## config.mk

```make
export PLATFORM = sky130hd
export DESIGN_NAME = commit_stage_mp
export DESIGN_NICKNAME = d
export VERILOG_FILES = /design/src/rtl/commit_pkg.sv /design/src/rtl/commit_port_sel.sv /design/src/rtl/commit_stage_mp.sv
export SDC_FILE = /design/constraint.sdc
export NUM_CORES = 1
export LEC_CHECK = 0
export ABC_AREA = 1
export CAP_MARGIN = 20
export CORE_AREA = 2 2 432 434
export DETAILED_ROUTE_END_ITERATION = 10
export DIE_AREA = 0 0 434 436
export DONT_BUFFER_PORTS = 1
export GPL_TIMING_DRIVEN = 0
export PLACE_DENSITY = 0.3
export SLEW_MARGIN = 25
export SYNTH_ARGS = -nofsm -noshare
export SYNTH_HDL_FRONTEND = slang
export SYNTH_SLANG_ARGS = --single-unit
export TNS_END_PERCENT = 100
```

## constraint.sdc

```tcl
create_clock -name clk_i -period 1.4 [get_ports clk_i]
set_input_delay 0.21 -clock clk_i [delete_from_list [all_inputs] [get_ports clk_i]]
set_output_delay 0.21 -clock clk_i [all_outputs]
set_load 0.03 [all_outputs]
```

## src/rtl/commit_pkg.sv

```systemverilog
// rtl/commit_pkg.sv - types, widths and class helpers shared by the commit stage
package commit_pkg;

  localparam int unsigned XLEN = 64;
  localparam int unsigned VLEN = 39;

  typedef enum logic [2:0] {
    FU_NONE, FU_ALU, FU_LOAD, FU_STORE, FU_CTRL_FLOW, FU_MULT, FU_FPU, FU_CSR
  } fu_e;

  typedef enum logic [2:0] {
    SIMPLE, STORE, CSR, FENCE, FENCE_I, SFENCE, AMO, CHG_DOM
  } op_class_e;

  typedef enum logic [1:0] {IDLE, DRAIN, ISSUE, AMO_WAIT} commit_state_e;

  typedef enum logic [1:0] {CSR_NONE, CSR_RW, CSR_FFLAGS, CSR_DOM} fu_op_e;

  typedef struct packed {
    logic            valid;
    logic [XLEN-1:0] cause;
    logic [XLEN-1:0] tval;
  } exception_t;

  typedef struct packed {
    logic            ack;
    logic [XLEN-1:0] result;
  } amo_resp_t;

  typedef struct packed {
    logic            valid;
    logic [VLEN-1:0] pc;
    fu_e             fu;
    op_class_e       op_class;
    exception_t      ex;
    logic [4:0]      rd;
    logic            rd_fpr;
    logic [XLEN-1:0] result;
    logic [1:0]      dom;
  } commit_entry_t;

  // Units whose results may retire alongside an older instruction.
  function automatic logic is_multi_fu(fu_e fu);
    return fu inside {FU_ALU, FU_LOAD, FU_CTRL_FLOW, FU_MULT, FU_FPU, FU_STORE};
  endfunction

endpackage

```

## src/rtl/commit_port_sel.sv

```systemverilog
// rtl/commit_port_sel.sv - contiguous retire mask with store-slot budget
module commit_port_sel
  import commit_pkg::*;
#(
  parameter  int unsigned NrCommitPorts = 2,
  localparam int unsigned CntW          = $clog2(NrCommitPorts + 1)
) (
  input  logic [NrCommitPorts-1:0] i_valid,
  input  logic [NrCommitPorts-1:0] i_ex_valid,
  input  op_class_e                i_op [NrCommitPorts],
  input  fu_e                      i_fu [NrCommitPorts],
  input  logic                     i_idle,
  input  logic                     i_halt,
  input  logic                     i_single_step,
  input  logic                     i_csr_ex,
  input  logic [CntW-1:0]          i_lsu_free,
  output logic [NrCommitPorts-1:0] o_ack
);

  logic [CntW-1:0] w_st_cnt;
  logic            w_take;
  logic            w_prev;
  logic            w_blk;
  logic            w_unused;

  assign w_unused = ^i_fu[0];

  always_comb begin
    o_ack    = '0;
    w_st_cnt = '0;
    w_take   = 1'b0;
    w_prev   = 1'b0;
    w_blk    = 1'b0;
    for (int i = 0; i < NrCommitPorts; i++) begin
      if (i == 0) begin
        w_take = i_valid[0] && !i_ex_valid[0] && !i_halt && i_idle &&
                 ((i_op[0] inside {SIMPLE, STORE, CHG_DOM}) || (i_op[0] == CSR && !i_csr_ex));
      end else begin
        w_take = w_prev && !w_blk && i_valid[i] && !i_ex_valid[i] && !i_single_step &&
                 (i_op[i] inside {SIMPLE, STORE}) && is_multi_fu(i_fu[i]);
      end
      // The first store beyond the free slots breaks the chain here.
      if (w_take && i_op[i] == STORE) begin
        if (w_st_cnt < i_lsu_free) w_st_cnt = w_st_cnt + 1'b1;
        else                       w_take   = 1'b0;
      end
      o_ack[i] = w_take;
      w_prev   = w_take;
      w_blk    = w_blk || !(i_op[i] inside {SIMPLE, STORE});
    end
  end

endmodule

```

## src/rtl/commit_stage_mp.sv

```systemverilog
// rtl/commit_stage_mp.sv - N-port in-order commit stage; COMMIT_PERF_CNT_EN adds instret/stall counters
module commit_stage_mp
  import commit_pkg::*;
#(
  parameter  int unsigned NrCommitPorts = 2,
  localparam int unsigned CntW          = $clog2(NrCommitPorts + 1)
) (
  input  logic                     clk_i,
  input  logic                     rst_i,
  input  logic                     halt_i,
  input  logic                     single_step_i,
  input  commit_entry_t            commit_instr_i [NrCommitPorts],
  output logic [NrCommitPorts-1:0] commit_ack_o,
  output logic [4:0]               waddr_o [NrCommitPorts],
  output logic [XLEN-1:0]          wdata_o [NrCommitPorts],
  output logic [NrCommitPorts-1:0] we_gpr_o,
  output logic [NrCommitPorts-1:0] we_fpr_o,
  input  logic [CntW-1:0]          lsu_free_i,
  output logic [NrCommitPorts-1:0] commit_lsu_o,
  input  logic                     no_st_pending_i,
  input  amo_resp_t                amo_resp_i,
  output logic                     amo_valid_commit_o,
  output fu_op_e                   csr_op_o,
  output logic [XLEN-1:0]          csr_wdata_o,
  input  logic [XLEN-1:0]          csr_rdata_i,
  input  exception_t               csr_exception_i,
  output logic                     commit_csr_o,
  output logic                     csr_write_fflags_o,
  output logic                     csr_write_dom_o,
  output logic                     fence_o,
  output logic                     fence_i_o,
  output logic                     sfence_vma_o,
  output logic                     flush_commit_o,
  output exception_t               exception_o
`ifdef COMMIT_PERF_CNT_EN
  ,
  output logic [63:0]              instret_o,
  output logic [31:0]              stall_cnt_o
`endif
);

  commit_state_e            r_state;
  op_class_e                r_op;
  commit_entry_t            w_e0;
  logic                     w_idle;
  logic                     w_go;
  logic                     w_amo_done;
  logic [NrCommitPorts-1:0] w_sel_ack;
  logic [NrCommitPorts-1:0] w_valid;
  logic [NrCommitPorts-1:0] w_ex_valid;
  op_class_e                w_op [NrCommitPorts];
  fu_e                      w_fu [NrCommitPorts];
  logic [4:0]               w_fflags;
  logic                     w_unused;

  assign w_e0       = commit_instr_i[0];
  assign w_idle     = (r_state == IDLE) && !rst_i;
  assign w_go       = w_e0.valid && !w_e0.ex.valid && !halt_i;
  assign w_amo_done = (r_state == AMO_WAIT) && amo_resp_i.ack && !rst_i;

  always_comb begin
    w_unused = ^csr_exception_i.tval;
    for (int i = 0; i < NrCommitPorts; i++) begin
      w_valid[i]    = commit_instr_i[i].valid;
      w_ex_valid[i] = commit_instr_i[i].ex.valid;
      w_op[i]       = commit_instr_i[i].op_class;
      w_fu[i]       = commit_instr_i[i].fu;
      w_unused      = w_unused ^ (^commit_instr_i[i]);
    end
  end

  commit_port_sel #(.NrCommitPorts(NrCommitPorts)) u_port_sel (
    .i_valid       (w_valid),
    .i_ex_valid    (w_ex_valid),
    .i_op          (w_op),
    .i_fu          (w_fu),
    .i_idle        (w_idle),
    .i_halt        (halt_i),
    .i_single_step (single_step_i),
    .i_csr_ex      (csr_exception_i.valid),
    .i_lsu_free    (lsu_free_i),
    .o_ack         (w_sel_ack)
  );

  always_ff @(posedge clk_i) begin
    if (rst_i) begin
      r_state <= IDLE;
      r_op    <= SIMPLE;
    end else begin
      case (r_state)
        IDLE: if (w_go && (w_e0.op_class inside {FENCE, FENCE_I, SFENCE, AMO})) begin
          r_op    <= w_e0.op_class;
          r_state <= (w_e0.op_class == AMO) ? AMO_WAIT : DRAIN;
        end
        // Halt abandons the drain; the op re-enters from IDLE once released.
        DRAIN: if (halt_i) r_state <= IDLE;
               else if (no_st_pending_i) r_state <= ISSUE;
        ISSUE: r_state <= IDLE;
        AMO_WAIT: if (amo_resp_i.ack) r_state <= IDLE;
        default: r_state <= IDLE;
      endcase
    end
  end

  assign fence_o            = !rst_i && (r_state == ISSUE) && (r_op == FENCE);
  assign fence_i_o          = !rst_i && (r_state == ISSUE) && (r_op == FENCE_I);
  assign sfence_vma_o       = !rst_i && (r_state == ISSUE) && (r_op == SFENCE);
  assign amo_valid_commit_o = !rst_i && (r_state == AMO_WAIT);
  assign flush_commit_o     = w_amo_done;

  always_comb begin
    commit_ack_o = w_sel_ack;
    if ((!rst_i && r_state == ISSUE && w_e0.valid) || w_amo_done) commit_ack_o[0] = 1'b1;
  end

  always_comb begin
    w_fflags           = '0;
    csr_write_fflags_o = 1'b0;
    for (int i = 0; i < NrCommitPorts; i++) begin
      waddr_o[i]      = commit_instr_i[i].rd;
      wdata_o[i]      = commit_instr_i[i].result;
      we_fpr_o[i]     = commit_ack_o[i] && commit_instr_i[i].rd_fpr;
      we_gpr_o[i]     = commit_ack_o[i] && !commit_instr_i[i].rd_fpr;
      commit_lsu_o[i] = commit_ack_o[i] && (commit_instr_i[i].op_class == STORE);
      if (commit_ack_o[i] && commit_instr_i[i].fu == FU_FPU) begin
        w_fflags           = w_fflags | commit_instr_i[i].ex.cause[4:0];
        csr_write_fflags_o = 1'b1;
      end
    end
    if (w_amo_done) begin
      wdata_o[0]  = amo_resp_i.result;
      we_gpr_o[0] = 1'b1;
      we_fpr_o[0] = 1'b0;
    end else if (w_idle && w_e0.op_class == CSR) begin
      wdata_o[0] = csr_rdata_i;
    end
  end

  always_comb begin
    commit_csr_o    = commit_ack_o[0] && w_idle && (w_e0.op_class == CSR);
    csr_write_dom_o = commit_ack_o[0] && w_idle && (w_e0.op_class == CHG_DOM);
    csr_op_o        = CSR_NONE;
    csr_wdata_o     = XLEN'(w_fflags);
    if (w_idle && w_go && w_e0.op_class == CSR) begin
      csr_op_o    = CSR_RW;
      csr_wdata_o = w_e0.result;
    end else if (csr_write_dom_o) begin
      csr_op_o    = CSR_DOM;
      csr_wdata_o = XLEN'(w_e0.dom);
    end else if (csr_write_fflags_o) begin
      csr_op_o = CSR_FFLAGS;
    end
  end

  always_comb begin
    exception_o = '0;
    if (!halt_i) begin
      if (w_e0.valid && w_e0.ex.valid) begin
        exception_o = w_e0.ex;
      end else if (csr_exception_i.valid) begin
        exception_o      = csr_exception_i;
        exception_o.tval = w_e0.ex.tval;
      end
    end
  end

`ifdef COMMIT_PERF_CNT_EN
  logic [63:0]     r_instret;
  logic [31:0]     r_stall;
  logic [CntW-1:0] w_pop;

  always_comb begin
    w_pop = '0;
    for (int i = 0; i < NrCommitPorts; i++) w_pop = w_pop + CntW'(commit_ack_o[i]);
  end

  always_ff @(posedge clk_i) begin
    if (rst_i) begin
      r_instret <= '0;
      r_stall   <= '0;
    end else begin
      if (r_instret > (64'hFFFF_FFFF_FFFF_FFFF - 64'(w_pop))) r_instret <= '1;
      else r_instret <= r_instret + 64'(w_pop);
      if (w_e0.valid && !commit_ack_o[0] && r_stall != '1) r_stall <= r_stall + 32'd1;
    end
  end

  assign instret_o   = r_instret;
  assign stall_cnt_o = r_stall;
`endif

endmodule

```

==> metrics.log, run 1 <==
INFO  metric first_iter_violations = 422
INFO  metric r2r-start = r_state[0]$_SDFFE_PP0P_
INFO  metric synth.net_count = 1,747
INFO  metric pwr-share-clk = 10.0%
INFO  metric fp.dieArea = roughly 190,000 um2
INFO  metric synth-adder-area-share = 0%
INFO  metric timing.critical_path.fanout_max = 8
INFO  metric final-instance-count-excl-fill = approximately 3,600
INFO  metric cts_num_sinks = 5
INFO  metric finalCritPeriodShare = 183.7%
INFO  metric path_class = flop to primary output
INFO  metric timing.hold.worst.class = input port to flop
INFO  metric clockRootBuffer = sky130_fd_sc_hd__clkbuf_16
INFO  metric min-delay-start = commit_instr_i[449]
INFO  metric grt_pass1_wl = 122,600 um
INFO  metric share_of_power_burned_in_registers = 3.4%
INFO  metric synth_compound_area_share = a little under a quarter
INFO  metric chipWidth = 434 um
INFO  metric outcome = complete, but fails checks
INFO  metric layout-drive-gt1-share = between 60% and 70%
INFO  metric grt_pass1_vias = between 7,000 and 8,000
INFO  metric synth_top_family_by_area = simple AND/OR/NAND/NOR gates
INFO  metric switching_share = 63.92%
INFO  metric layout_setup_ws = -1.171 ns
INFO  metric rsz_0062_raised_after_global_routing = true
INFO  metric placed_cells_incl_taps = 3,468
INFO  metric ys.warnings.count = 0
INFO  metric place_area = 10,210 um2
INFO  metric hold-path-cell-count = 2
INFO  metric violations = setup timing
INFO  metric setup_viol = around 270
INFO  metric required = 1.19 ns
INFO  metric async_flop_share = 0%
INFO  metric maximum_number_of_pins_on_one_net_before_global_route_repair = 11
INFO  metric worst-r2r-cell-count = 9
INFO  metric floorplan.initialDensity = 2.494%
INFO  metric gp_routability_congestion = 0.8981
INFO  metric intPower = 1.686 mW
INFO  metric hold_viol_final = 0
INFO  metric synth_seq_area_share = between 2 and 2.5%
INFO  metric combinationalPowerShare = 86.7%
INFO  metric max_stage_delay = 0.43 ns
INFO  metric pin_count = 1,108
INFO  metric post-route-min-period = 2.571 ns
INFO  metric mappedNetlistArea = around 4600 um2
INFO  metric drv.max_cap_violation_count = 0
INFO  metric tritoncts = yes
INFO  metric rrSetupSlack = 0.10 ns
INFO  metric fmaxAchievable = 388.9 MHz
INFO  metric cts.reportedPaths.clkPinSlew = ~0.030 ns
INFO  metric vdd.ir_drop.worst = ~0.0004 V
INFO  metric synthesis.area_per_instance = approximately 4.7 um2
INFO  metric timing.max_slew.rel_slack = roughly two fifths
INFO  metric pre_cts_slack = -1.427 ns
INFO  metric viasPerCell = 2.062
INFO  metric hold_ws = 0.1711 ns
INFO  metric cts_buffers = 3
INFO  metric yosys_register_bits = 5
INFO  metric dieHeight = around 440 um
INFO  metric critical_path.cell_chain = nand2_2 -> nor2_4 -> nand2_4 -> inv_8 -> buf_6 -> buf_6 -> buf_12 -> buf_12 -> buf_6 -> buf_6 -> a21oi_4 -> a21oi_4
INFO  metric cts_hold_buffers = 0
INFO  metric worstSkewPairLatency = 0.23 ns
INFO  metric htree_levels = 1
INFO  metric leakagePower = approximately 4.6 nW
INFO  metric regToRegEndpoint = r_state[1]$_SDFFE_PP0P_
INFO  metric timing_max_transition_violations_final = 0
INFO  metric synth_cells = 988
INFO  metric fin_setup_tns = -160.31 ns
INFO  metric routed_wire_length_per_instance = between 30 and 40 um
INFO  metric worst_setup_path_start_kind = flop
INFO  metric edff_count_synth = 0
INFO  metric route.final.wire_length = 108,400 um
INFO  metric dp.final_hpwl = 100,300 um
INFO  metric synth-xor-area-share = 0%
INFO  metric clock_tree.buffer_depth = 2
INFO  metric power_dissipated_by_switching_net_loads = 2.987 mW
INFO  metric fp-row-count = 158
INFO  metric worstSetupEndpointType = primary output
INFO  metric grt_overflow_total = 0
INFO  metric synthMuxAreaShare = 0%
INFO  metric post-route-drc-count = 0
INFO  metric via_count = 7,379
INFO  metric basic_gate_share_of_the_synthesized_area_counting_and_or_nand_and_nor_cells = 43.40%
INFO  metric core-area = 184,600 um2
INFO  metric cpMostUsedCell = sky130_fd_sc_hd__buf_6
INFO  metric stdcell_area = about 14,000 um2
INFO  metric track_usage = 10.81%
INFO  metric area_growth_syn_to_layout = 199.9%
INFO  metric power.density = 338.3 nW/um2
INFO  metric dr.pass1.iters = 5
INFO  metric yosysUniqueCellTypes = 31
INFO  metric critPathSlowestCell = sky130_fd_sc_hd__a21oi_4
INFO  metric numPortBuffers = 0
INFO  metric worst_margin_slew = around 0.89 ns
INFO  metric finClkSkew = 0.0003304 ns
INFO  metric timing.critical_path.arrival = 2.36 ns
INFO  metric route.antenna.remaining_nets = 0
INFO  metric grt_antenna_before_repair = 26
INFO  metric postSynth.topFlopCell = sky130_fd_sc_hd__dfxtp_1
INFO  metric hold-path-endpoint = r_op[1]$_SDFFE_PP0P_
INFO  metric fin_nets = ~1,900
[per-stage QoR]
step           total power [mW]  util [%]
2_1_floorplan             2.418         -
3_3_place_gp              3.513     5.512
3_5_place_dp              3.520     5.530
4_1_cts                   4.488     6.684
5_1_grt                   4.917     7.476
6_report                  4.672     7.480
[sequential cells by signal (all words and copies together), names as in the netlist]
register and cells:
r_op 3, r_state 2
[what timing repair did]
action	in CTS	in global routing
pin swaps	129	149
setup endpoints to repair	273	277
resized for setup	281	268
buffers inserted	54	39
gates cloned	10	10
[power groups by stage]
| stage | clock (mW) | combinational, mW | sequential (mW) |
|---|---|---|---|
| after global placement | 0 | 3.35 | 0.159 |
| after global routing | 0.488 | 4.27 | 0.157 |
| after detailed placement | 0 | 3.36 | 0.160 |
| after CTS | 0.476 | 3.86 | 0.156 |
| after floorplan | 0 | 2.26 | 0.158 |
| final | 0.466 | 4.05 | 0.157 |
[how the worst max path moves through the flow]
stage | startpoint | to | slack (ns) | depth (start not counted)
finish | r_state[1]$_SDFFE_PP0P_ | wdata_o[77] | -1.17 | 12
global route | r_state[1]$_SDFFE_PP0P_ | wdata_o[89] | -1.26 | 11
CTS | r_state[0]$_SDFFE_PP0P_ | commit_lsu_o[0] | -1.41 | 8
detailed placement | commit_instr_i[493] | exception_o[124] | -1.43 | 6
global placement | r_state[0]$_SDFFE_PP0P_ | wdata_o[118] | -1.51 | 7
floorplan | r_state[0]$_SDFFE_PP0P_ | commit_lsu_o[0] | -0.34 | 8
[synth_stat cells, types with 4 or more instances]
library cell,n,area (um2)
sky130_fd_sc_hd__buf_1,5,18.77
sky130_fd_sc_hd__nor2_1,206,773.2
sky130_fd_sc_hd__nand2_1,239,897.1
sky130_fd_sc_hd__buf_4,84,630.6
sky130_fd_sc_hd__inv_2,6,22.52
sky130_fd_sc_hd__nand4_1,6,37.54
sky130_fd_sc_hd__nand2_4,4,45.04
sky130_fd_sc_hd__inv_1,144,540.5
sky130_fd_sc_hd__buf_2,13,65.06
sky130_fd_sc_hd__buf_6,6,67.56
sky130_fd_sc_hd__nand3_1,12,60.06
sky130_fd_sc_hd__nor2_2,4,25.02
sky130_fd_sc_hd__dfxtp_1,5,100.1
sky130_fd_sc_hd__nor3_1,4,20.02
sky130_fd_sc_hd__a21oi_1,198,991.0
sky130_fd_sc_hd__clkbuf_1,28,105.1
[layout by cell type, fill, tap and decap left out, drive strengths merged, types with 4 or more instances in the layout]
| master | instances |
|---|---|
| dfxtp | 5 |
| nand3 | 13 |
| o21ai | 4 |
| nor2 | 214 |
| nor3 | 4 |
| nand2 | 246 |
| nand4 | 6 |
| buf | 204 |
| diode | 4 |
| clkbuf | 36 |
| inv | 148 |
| a21oi | 199 |
[cells by family after synthesis]
group / count (synthesis)
buffers and inverters: 288
DFF: 5
AOI/OAI and AO/OA: 206
and+or+nand+nor: 489
[critical path, delay by kind of cell (launching register included)]
| kind | cells | cell delay (ns) |
|---|---|---|
| buf+inv | 7 | 0.76 |
| simple gates | 3 | 0.56 |
| compound gates | 2 | 0.46 |
| flops | 1 | 0.33 |
[cell type report]
type / count / area (um2)
Buffer: 132 / 1376
Antenna cell: 4 / 10.01
Sequential cell: 5 / 102.6
Clock buffer: 4 / 78.83
Tap cell: 2480 / 3103
Timing Repair Buffer: 105 / 1486
Inverter: 152 / 639.4
Fill cell: 21740 / 170800
Multi-Input combinational cell: 696 / 7014
[per-layer routing]
layer	wire length (um)	GRT usage, %	share of wire, %	vias up
li1	-	-	-	3173
met1	39500	11.87	36	3586
met2	52640	18.53	49	544
met3	14640	6.123	14	68
met4	1467	1.210	1.4	8
met5	172	0	0.16	-
No activity file was read; power rests on OpenSTA's default activity.
==> run 2: changes to the inputs <==
--- a/config.mk
+++ b/config.mk
@@ -13,6 +13,7 @@
 export DONT_BUFFER_PORTS = 1
 export GPL_TIMING_DRIVEN = 0
 export PLACE_DENSITY = 0.3
+export REMOVE_ABC_BUFFERS = 1
 export SLEW_MARGIN = 25
 export SYNTH_ARGS = -nofsm -noshare
 export SYNTH_HDL_FRONTEND = slang
==> run 2 against run 1 <==
Compared with the run above: the run still ends with setup timing left; via count rose by 6.2%; final cell count decreased by 2.9%; critical path depth decreased by 1; power shrank 26%; largest power group unchanged; first-iteration DRC count up 89%.
==> metrics.log, run 2 (same netlist as run 1, synthesis figures left out) <==
INFO  metric outcome = complete, but fails checks
INFO  metric violations = setup timing
INFO  metric finClkSkew = 0.002835 ns (+0.002505 ns)
INFO  metric worst_margin_slew = 0.8710 ns (-0.01562 ns)
INFO  metric floorplan.initialDensity = 2.494% (unchanged)
INFO  metric r2r-start = r_state[0]$_SDFFE_PP0P_
INFO  metric area_growth_syn_to_layout = 143.6%
INFO  metric mostFrequentLayoutCell = sky130_fd_sc_hd__nand2_1
INFO  metric dieHeight = 436 um (unchanged)
INFO  metric max_stage_delay = 0.55 ns (+0.12 ns)
INFO  metric track_usage = 13.00% (+2.2 points)
INFO  metric maximum_number_of_pins_on_one_net_before_global_route_repair = 69 (+58)
INFO  metric timing.critical_path.arrival = 2.33 ns (-0.03 ns)
INFO  metric routed_wire_length_per_instance = 37.92 um (+25%)
INFO  metric fmaxAchievable = 393.1 MHz (+1.1%)
INFO  metric htree_levels = 1 (unchanged)
INFO  metric min-delay-start = rst_i
INFO  metric hold-path-cell-count = 1 (-1)
INFO  metric cpMostUsedCell = sky130_fd_sc_hd__buf_4
INFO  metric regToRegEndpoint = r_state[1]$_SDFFE_PP0P_
INFO  metric fp.dieArea = 189,200 um2 (unchanged)
INFO  metric largest_register_ffs = 3 (unchanged)
INFO  metric finalCritPeriodShare = 181.7% (-2.0 points)
INFO  metric post-route-min-period = 2.544 ns (-0.02768 ns)
INFO  metric power.density = 310.3 nW/um2 (-8.3%)
INFO  metric required = 1.19 ns (about the same)
INFO  metric grt_pass1_wl = 142,400 um (+16%)
INFO  metric core-area = 184,600 um2 (unchanged)
INFO  metric clock_tree.buffer_depth = 2 (unchanged)
INFO  metric setup_viol = 277 (+1.5%)
INFO  metric grt_pass1_vias = 6,527 (-7.8%)
INFO  metric worstSetupEndpointType = primary output
INFO  metric first_iter_violations = 796 (+89%)
INFO  metric via_count = 7,834 (+6.2%)
INFO  metric critical_path.cell_chain = buf_4 -> buf_4 -> inv_4 -> nand2_4 -> buf_4 -> nor3_1 -> nand2_8 -> buf_4 -> nand3_2 -> nand2_2 -> clkinvlp_4
INFO  metric cts_hold_buffers = 0 (unchanged)
INFO  metric worst_setup_path_start_kind = flop
INFO  metric dp.final_hpwl = 116,300 um (+16%)
INFO  metric hold-path-endpoint = r_state[0]$_SDFFE_PP0P_
INFO  metric pin_count = 1,108 (unchanged)
INFO  metric timing_max_transition_violations_final = 0 (unchanged)
INFO  metric cts.reportedPaths.clkPinSlew = 0.03 ns (about the same)
INFO  metric tritoncts = yes
INFO  metric critPathSlowestCell = sky130_fd_sc_hd__nor3_1
INFO  metric layout-drive-gt1-share = 48.81% (-16 points)
INFO  metric rrSetupSlack = -0.14 ns (-0.24 ns)
INFO  metric drv.max_cap_violation_count = 0 (unchanged)
INFO  metric hold_viol_final = 0 (unchanged)
INFO  metric viasPerCell = 2.254 (+9.3%)
INFO  metric regMostFlops = r_op
INFO  metric fin_setup_tns = -183.02 ns (-22.70 ns)
INFO  metric worstSkewPairLatency = 0.23 ns (about the same)
INFO  metric fin_nets = 1,729 (-6.7%)
INFO  metric grt_antenna_before_repair = 120 (+360%)
INFO  metric path_class = flop to primary output
INFO  metric dr.pass1.iters = 5 (unchanged)
INFO  metric fin_total_pwr = 3.480 mW (-26%)
INFO  metric timing.critical_path.fanout_max = 6 (-2)
INFO  metric clockRootBuffer = sky130_fd_sc_hd__clkbuf_16
INFO  metric leakagePower = 3.410 nW (-26%)
INFO  metric timing.max_slew.rel_slack = 41.72% (+1.3 points)
INFO  metric cts_buffers = 3 (unchanged)
INFO  metric layout_setup_ws = -1.144 ns (+0.02768 ns)
INFO  metric fp-row-count = 158 (unchanged)
INFO  metric post-route-drc-count = 0 (unchanged)
INFO  metric vdd.ir_drop.worst = 0.0002260 V (-42%)
INFO  metric route.final.wire_length = 131,800 um (+22%)
INFO  metric commonest_cells_after_routing_fill_and_taps_aside = sky130_fd_sc_hd__nand2_1, sky130_fd_sc_hd__inv_1, sky130_fd_sc_hd__a21oi_4
INFO  metric chipWidth = 434 um (unchanged)
INFO  metric final-instance-count-excl-fill = 3,475 (-2.9%)
INFO  metric placed_cells_incl_taps = 3,340 (-3.7%)
INFO  metric gp_routability_congestion = 0.8647 (-3.7%)
INFO  metric timing.hold.worst.class = input port to flop
INFO  metric route.antenna.remaining_nets = 0 (unchanged)
INFO  metric top_regs = r_op x3, r_state x2
INFO  metric cts_num_sinks = 5 (unchanged)
INFO  metric hold_ws = 0.04123 ns (-0.1299 ns)
INFO  metric grt_overflow_total = 0 (unchanged)
INFO  metric numPortBuffers = 0 (unchanged)
INFO  metric rsz_0062_raised_after_global_routing = true
INFO  metric worst-r2r-cell-count = 11 (+2)
run 2: cell types whose count changed in the layout (fill, tap and decap cells not counted), moves of 37 or more:
cell / change
sky130_fd_sc_hd__nor2_4: -72
sky130_fd_sc_hd__nand2_1: +55
sky130_fd_sc_hd__nor2_2: +60
sky130_fd_sc_hd__buf_6: -37
sky130_fd_sc_hd__buf_4: -57
sky130_fd_sc_hd__a21oi_1: +45
sky130_fd_sc_hd__nand2_4: -59
sky130_fd_sc_hd__a21oi_4: -67
run 2: cell type report:
class | count | area (um2)
Multi-Input combinational cell | 698 | 5497
Timing Repair Buffer | 96 | 1420
Inverter | 152 | 685.7
Fill cell | 21910 | 173400
Timing Repair inverter | 14 | 264.0
Antenna cell | 26 | 65.06
Tap cell | 2480 | 3103
Sequential cell | 5 | 102.6
Clock buffer | 4 | 78.83
run 2: what timing repair did:
item	in CTS	in global routing
endpoints found under the setup margin	274	277
gates cloned	21	12
resized for setup	410	167
pin swaps	48	82
buffers inserted	42	32
run 2: worst max path at each step:
stage / from / to / slack [ns] / cells after the start
floorplan: r_state[0]$_SDFFE_PP0P_ / commit_lsu_o[0] / -3.33 / 8
global placement: r_state[0]$_SDFFE_PP0P_ / commit_lsu_o[0] / -6.76 / 8
detailed placement: r_state[0]$_SDFFE_PP0P_ / csr_wdata_o[0] / -2.27 / 12
CTS: r_state[1]$_SDFFE_PP0P_ / commit_csr_o / -1.25 / 10
global route: r_state[1]$_SDFFE_PP0P_ / commit_lsu_o[0] / -1.23 / 10
finish: r_state[0]$_SDFFE_PP0P_ / csr_op_o[1] / -1.14 / 11
run 2: power by group:
part | switching (mW) | total, mW | internal (mW)
Clock | 0.101 | 0.480 | 0.378
Sequential | 0.00637 | 0.157 | 0.151
Combinational | 2.16 | 2.84 | 0.679
run 2: metrics by stage:
stage / worst slack, ns / util, % / area [um2]
floorplan: -3.329 / - / 3717
global placement: -6.759 / 3.694 / 6820
detailed placement: -2.266 / 3.884 / 7172
CTS: -1.249 / 5.332 / 9846
global route: -1.233 / 6.055 / 11180
finish: -1.144 / 6.074 / 11220
run 2: layer usage:
metal / track usage [%] / wire, um
met5: 1.870 / 486
met3: 13.38 / 30880
met2: 22.35 / 62710
met4: 1.675 / 3122
met1: 10.33 / 34570
run 2: worst max-delay path, delay by kind of cell, from the launching register on:
family / cells / cell delay [ns]
flops: 1 / 0.33
buf+inv: 6 / 0.88
simple gates: 5 / 0.88
==> run 3: changes to the inputs <==
--- a/config.mk
+++ b/config.mk
@@ -7,9 +7,11 @@
 export LEC_CHECK = 0
 export ABC_AREA = 1
 export CAP_MARGIN = 20
-export CORE_AREA = 2 2 432 434
+export CELL_PAD_IN_SITES_DETAIL_PLACEMENT = 1
+export CELL_PAD_IN_SITES_GLOBAL_PLACEMENT = 1
+export CORE_AREA = 2 2 434 436
 export DETAILED_ROUTE_END_ITERATION = 10
-export DIE_AREA = 0 0 434 436
+export DIE_AREA = 0 0 436 438
 export DONT_BUFFER_PORTS = 1
 export GPL_TIMING_DRIVEN = 0
 export PLACE_DENSITY = 0.3
==> run 3 against run 2 <==
Compared with the run above: the run still ends with setup timing left; final cell count grew 0.23%; combinational power fell by 5%; register-to-register slack better by 0.16 ns; design area is 5.7% higher; critical endpoint is now we_gpr_o[0].
==> metrics.log, run 3 (same netlist as run 1, synthesis figures left out) <==
INFO  metric violations = setup timing
INFO  metric gp_routability_congestion = 0.8073 (-6.6%)
INFO  metric dieHeight = 438 um (+0.46%)
INFO  metric hold_viol_final = 0 (unchanged)
INFO  metric grt_overflow_total = 0 (unchanged)
INFO  metric power.density = 279.0 nW/um2 (-10%)
INFO  metric hold_ws = 0.04433 ns (+0.003092 ns)
INFO  metric switching_share = 62.82% (-2.5 points)
INFO  metric fin_util = 6.352% (+0.28 points)
INFO  metric worstSetupEndpointType = primary output
INFO  metric fin_nets = 1,743 (+0.81%)
INFO  metric maximum_number_of_pins_on_one_net_before_global_route_repair = 69 (unchanged)
INFO  metric finClkSkew = 0.0006271 ns (-0.002208 ns)
INFO  metric stdcell_area = 11,850 um2 (+5.7%)
INFO  metric worst_setup_path_start_kind = flop
INFO  metric critical_path.cell_chain = nand2_4 -> nor2_4 -> nand2_8 -> buf_16 -> inv_16 -> buf_16 -> a21oi_4 -> nand2_8 -> clkinvlp_4 -> buf_12 -> a21oi_4
INFO  metric post-route-drc-count = 0 (unchanged)
INFO  metric viasPerCell = 2.062 (-8.5%)
INFO  metric max_stage_delay = 0.34 ns (-0.21 ns)
INFO  metric clock_tree.buffer_depth = 2 (unchanged)
INFO  metric layout_setup_ws = -1.296 ns (-0.1525 ns)
INFO  metric core-area = 186,600 um2 (+1.1%)
INFO  metric fp.dieArea = 191,000 um2 (+0.92%)
INFO  metric clockRootBuffer = sky130_fd_sc_hd__clkbuf_16
INFO  metric drv.max_cap_violation_count = 0 (unchanged)
INFO  metric seqCellArea = 107.6 um2 (+4.9%)
INFO  metric timing.max_slew.rel_slack = 41.27% (-0.45 points)
INFO  metric intPower = 1.230 mW (+1.8%)
INFO  metric share_of_power_burned_in_registers = 4.7% (+0.2 points)
INFO  metric timing.critical_path.fanout_max = 6 (unchanged)
INFO  metric required = 1.19 ns (about the same)
INFO  metric cts_num_sinks = 5 (unchanged)
INFO  metric regMostFlops = r_op
INFO  metric first_iter_violations = 398 (-50%)
INFO  metric grt_antenna_before_repair = 49 (-59%)
INFO  metric cts_buffers = 3 (unchanged)
INFO  metric post-route-min-period = 2.696 ns (+0.1525 ns)
INFO  metric track_usage = 10.55% (-2.5 points)
INFO  metric route.antenna.remaining_nets = 0 (unchanged)
INFO  metric layout-drive-gt1-share = 52.90% (+4.1 points)
INFO  metric grt_pass1_vias = 6,495 (-0.49%)
INFO  metric route.final.wire_length = 110,400 um (-16%)
INFO  metric timing.critical_path.arrival = 2.49 ns (+0.16 ns)
INFO  metric fp-row-count = 159 (+0.63%)
INFO  metric combinationalPowerShare = 81.2% (-0.5 points)
INFO  metric path_class = flop to primary output
INFO  metric grt_pass1_wl = 119,800 um (-16%)
INFO  metric rsz_0062_raised_after_global_routing = true
INFO  metric top_regs = r_op x3, r_state x2
INFO  metric vdd.ir_drop.worst = 0.0002560 V (+13%)
INFO  metric floorplan.initialDensity = 2.467% (-0.026 points)
INFO  metric pwr-share-clk = 14.1% (+0.3 points)
INFO  metric worstSkewPairLatency = 0.23 ns (about the same)
INFO  metric timing_max_transition_violations_final = 0 (unchanged)
INFO  metric htree_levels = 1 (unchanged)
INFO  metric fmaxAchievable = 370.9 MHz (-5.7%)
INFO  metric place_area = 7096 um2 (-1.1%)
INFO  metric largest_register_ffs = 3 (unchanged)
INFO  metric outcome = complete, but fails checks
INFO  metric power_dissipated_by_switching_net_loads = 2.078 mW (-8.6%)
INFO  metric area_growth_syn_to_layout = 157.4%
INFO  metric pin_count = 1,108 (unchanged)
INFO  metric filler_cell_count = 22,380 (+2.1%)
INFO  metric mostFrequentLayoutCell = sky130_fd_sc_hd__nand2_1
INFO  metric via_count = 7,181 (-8.3%)
INFO  metric commonest_cells_after_routing_fill_and_taps_aside = sky130_fd_sc_hd__nand2_1, sky130_fd_sc_hd__a21oi_4, sky130_fd_sc_hd__inv_1
INFO  metric numPortBuffers = 0 (unchanged)
INFO  metric critPathSlowestCell = sky130_fd_sc_hd__dfxtp_4
INFO  metric leakagePower = 3.637 nW (+6.7%)
INFO  metric cts.reportedPaths.clkPinSlew = 0.03 ns (about the same)
INFO  metric finalCritPeriodShare = 192.6% (+11 points)
INFO  metric setup_viol = 272 (-1.8%)
INFO  metric dr.pass1.iters = 4 (-1)
INFO  metric tritoncts = yes
INFO  metric timing.hold.worst.class = input port to flop
INFO  metric total_area_of_multi_input_combinational_cells = 5998 um2 (+9.1%)
INFO  metric routed_wire_length_per_instance = 31.71 um (-16%)
INFO  metric dp.final_hpwl = 93,850 um (-19%)
INFO  metric chipWidth = 436 um (+0.46%)
INFO  metric fin_setup_tns = -162.61 ns (+20.41 ns)
INFO  metric worst_margin_slew = 0.8778 ns (+0.006720 ns)
## run 3: critical path, delay by kind of cell, from the launching register on
family | cells | cell delay (ns)
buffers and inverters | 5 | 0.83
AND/OR/NAND/NOR | 4 | 0.69
flip-flops | 1 | 0.34
AO/OA/AOI/OAI | 2 | 0.34
## run 3: path summary, 6_finish.rpt
kind	from	to	slack, ns	cells past startpoint
hold / removal	rst_i	r_state[0]$_SDFFE_PP0P_	0.04	1
setup / recovery	r_state[1]$_SDFFE_PP0P_	we_gpr_o[0]	-1.30	11
setup reg to reg	r_state[0]$_SDFFE_PP0P_	r_state[1]$_SDFFE_PP0P_	0.02	9
hold reg to reg	r_op[1]$_SDFFE_PP0P_	r_op[1]$_SDFFE_PP0P_	0.57	2
## run 3: stage by stage
stage | std cells | power (mW) | setup slack [ns]
after floorplan | 852 | 1.403 | -3.329
after global placement | 3347 | 1.990 | -7.042
after detailed placement | 3353 | 2.037 | -2.564
after CTS | 3416 | 2.867 | -1.519
after global routing | 3479 | 3.471 | -1.405
final | 3483 | 3.307 | -1.296
## run 3: layout make-up
| class | count | share of cell area [%] |
|---|---|---|
| diodes | 5 | 0.1056 |
| well taps | 2495 | 26.34 |
| multi-input cells | 699 | 50.60 |
| repair buffers | 116 | 14.48 |
| inverters | 152 | 5.731 |
| flip-flops and latches | 5 | 0.9077 |
| clock buffers | 4 | 0.6650 |
| repair inverters | 7 | 1.172 |
## run 3: power by group through the flow
stage          clock network (mW)  registers [mW]  logic [mW]
2_1_floorplan                   0           0.156        1.25
3_3_place_gp                    0           0.157        1.83
3_5_place_dp                    0           0.158        1.88
4_1_cts                     0.474           0.154        2.24
5_1_grt                     0.486           0.156        2.83
6_report                    0.466           0.155        2.69
## run 3: per-layer routing
| metal | global-route usage [%] | wire length [um] | share of wire, % | up-vias |
|---|---|---|---|---|
| met1 | 10.26 | 35950 | 33 | 3409 |
| met3 | 9.755 | 22180 | 20 | 102 |
| met5 | 0.3722 | 119 | 0.11 | - |
| li1 | - | - | - | 2942 |
| met2 | 16.85 | 50310 | 46 | 724 |
| met4 | 1.217 | 1889 | 1.7 | 4 |
## run 3: what timing repair did
action / CTS / global route
pin swaps: 63 / 109
buffers inserted: 40 / 61
hold buffers: 0 / 0
resized for setup: 365 / 358
gates cloned: 19 / 10
setup endpoints to repair: 273 / 275
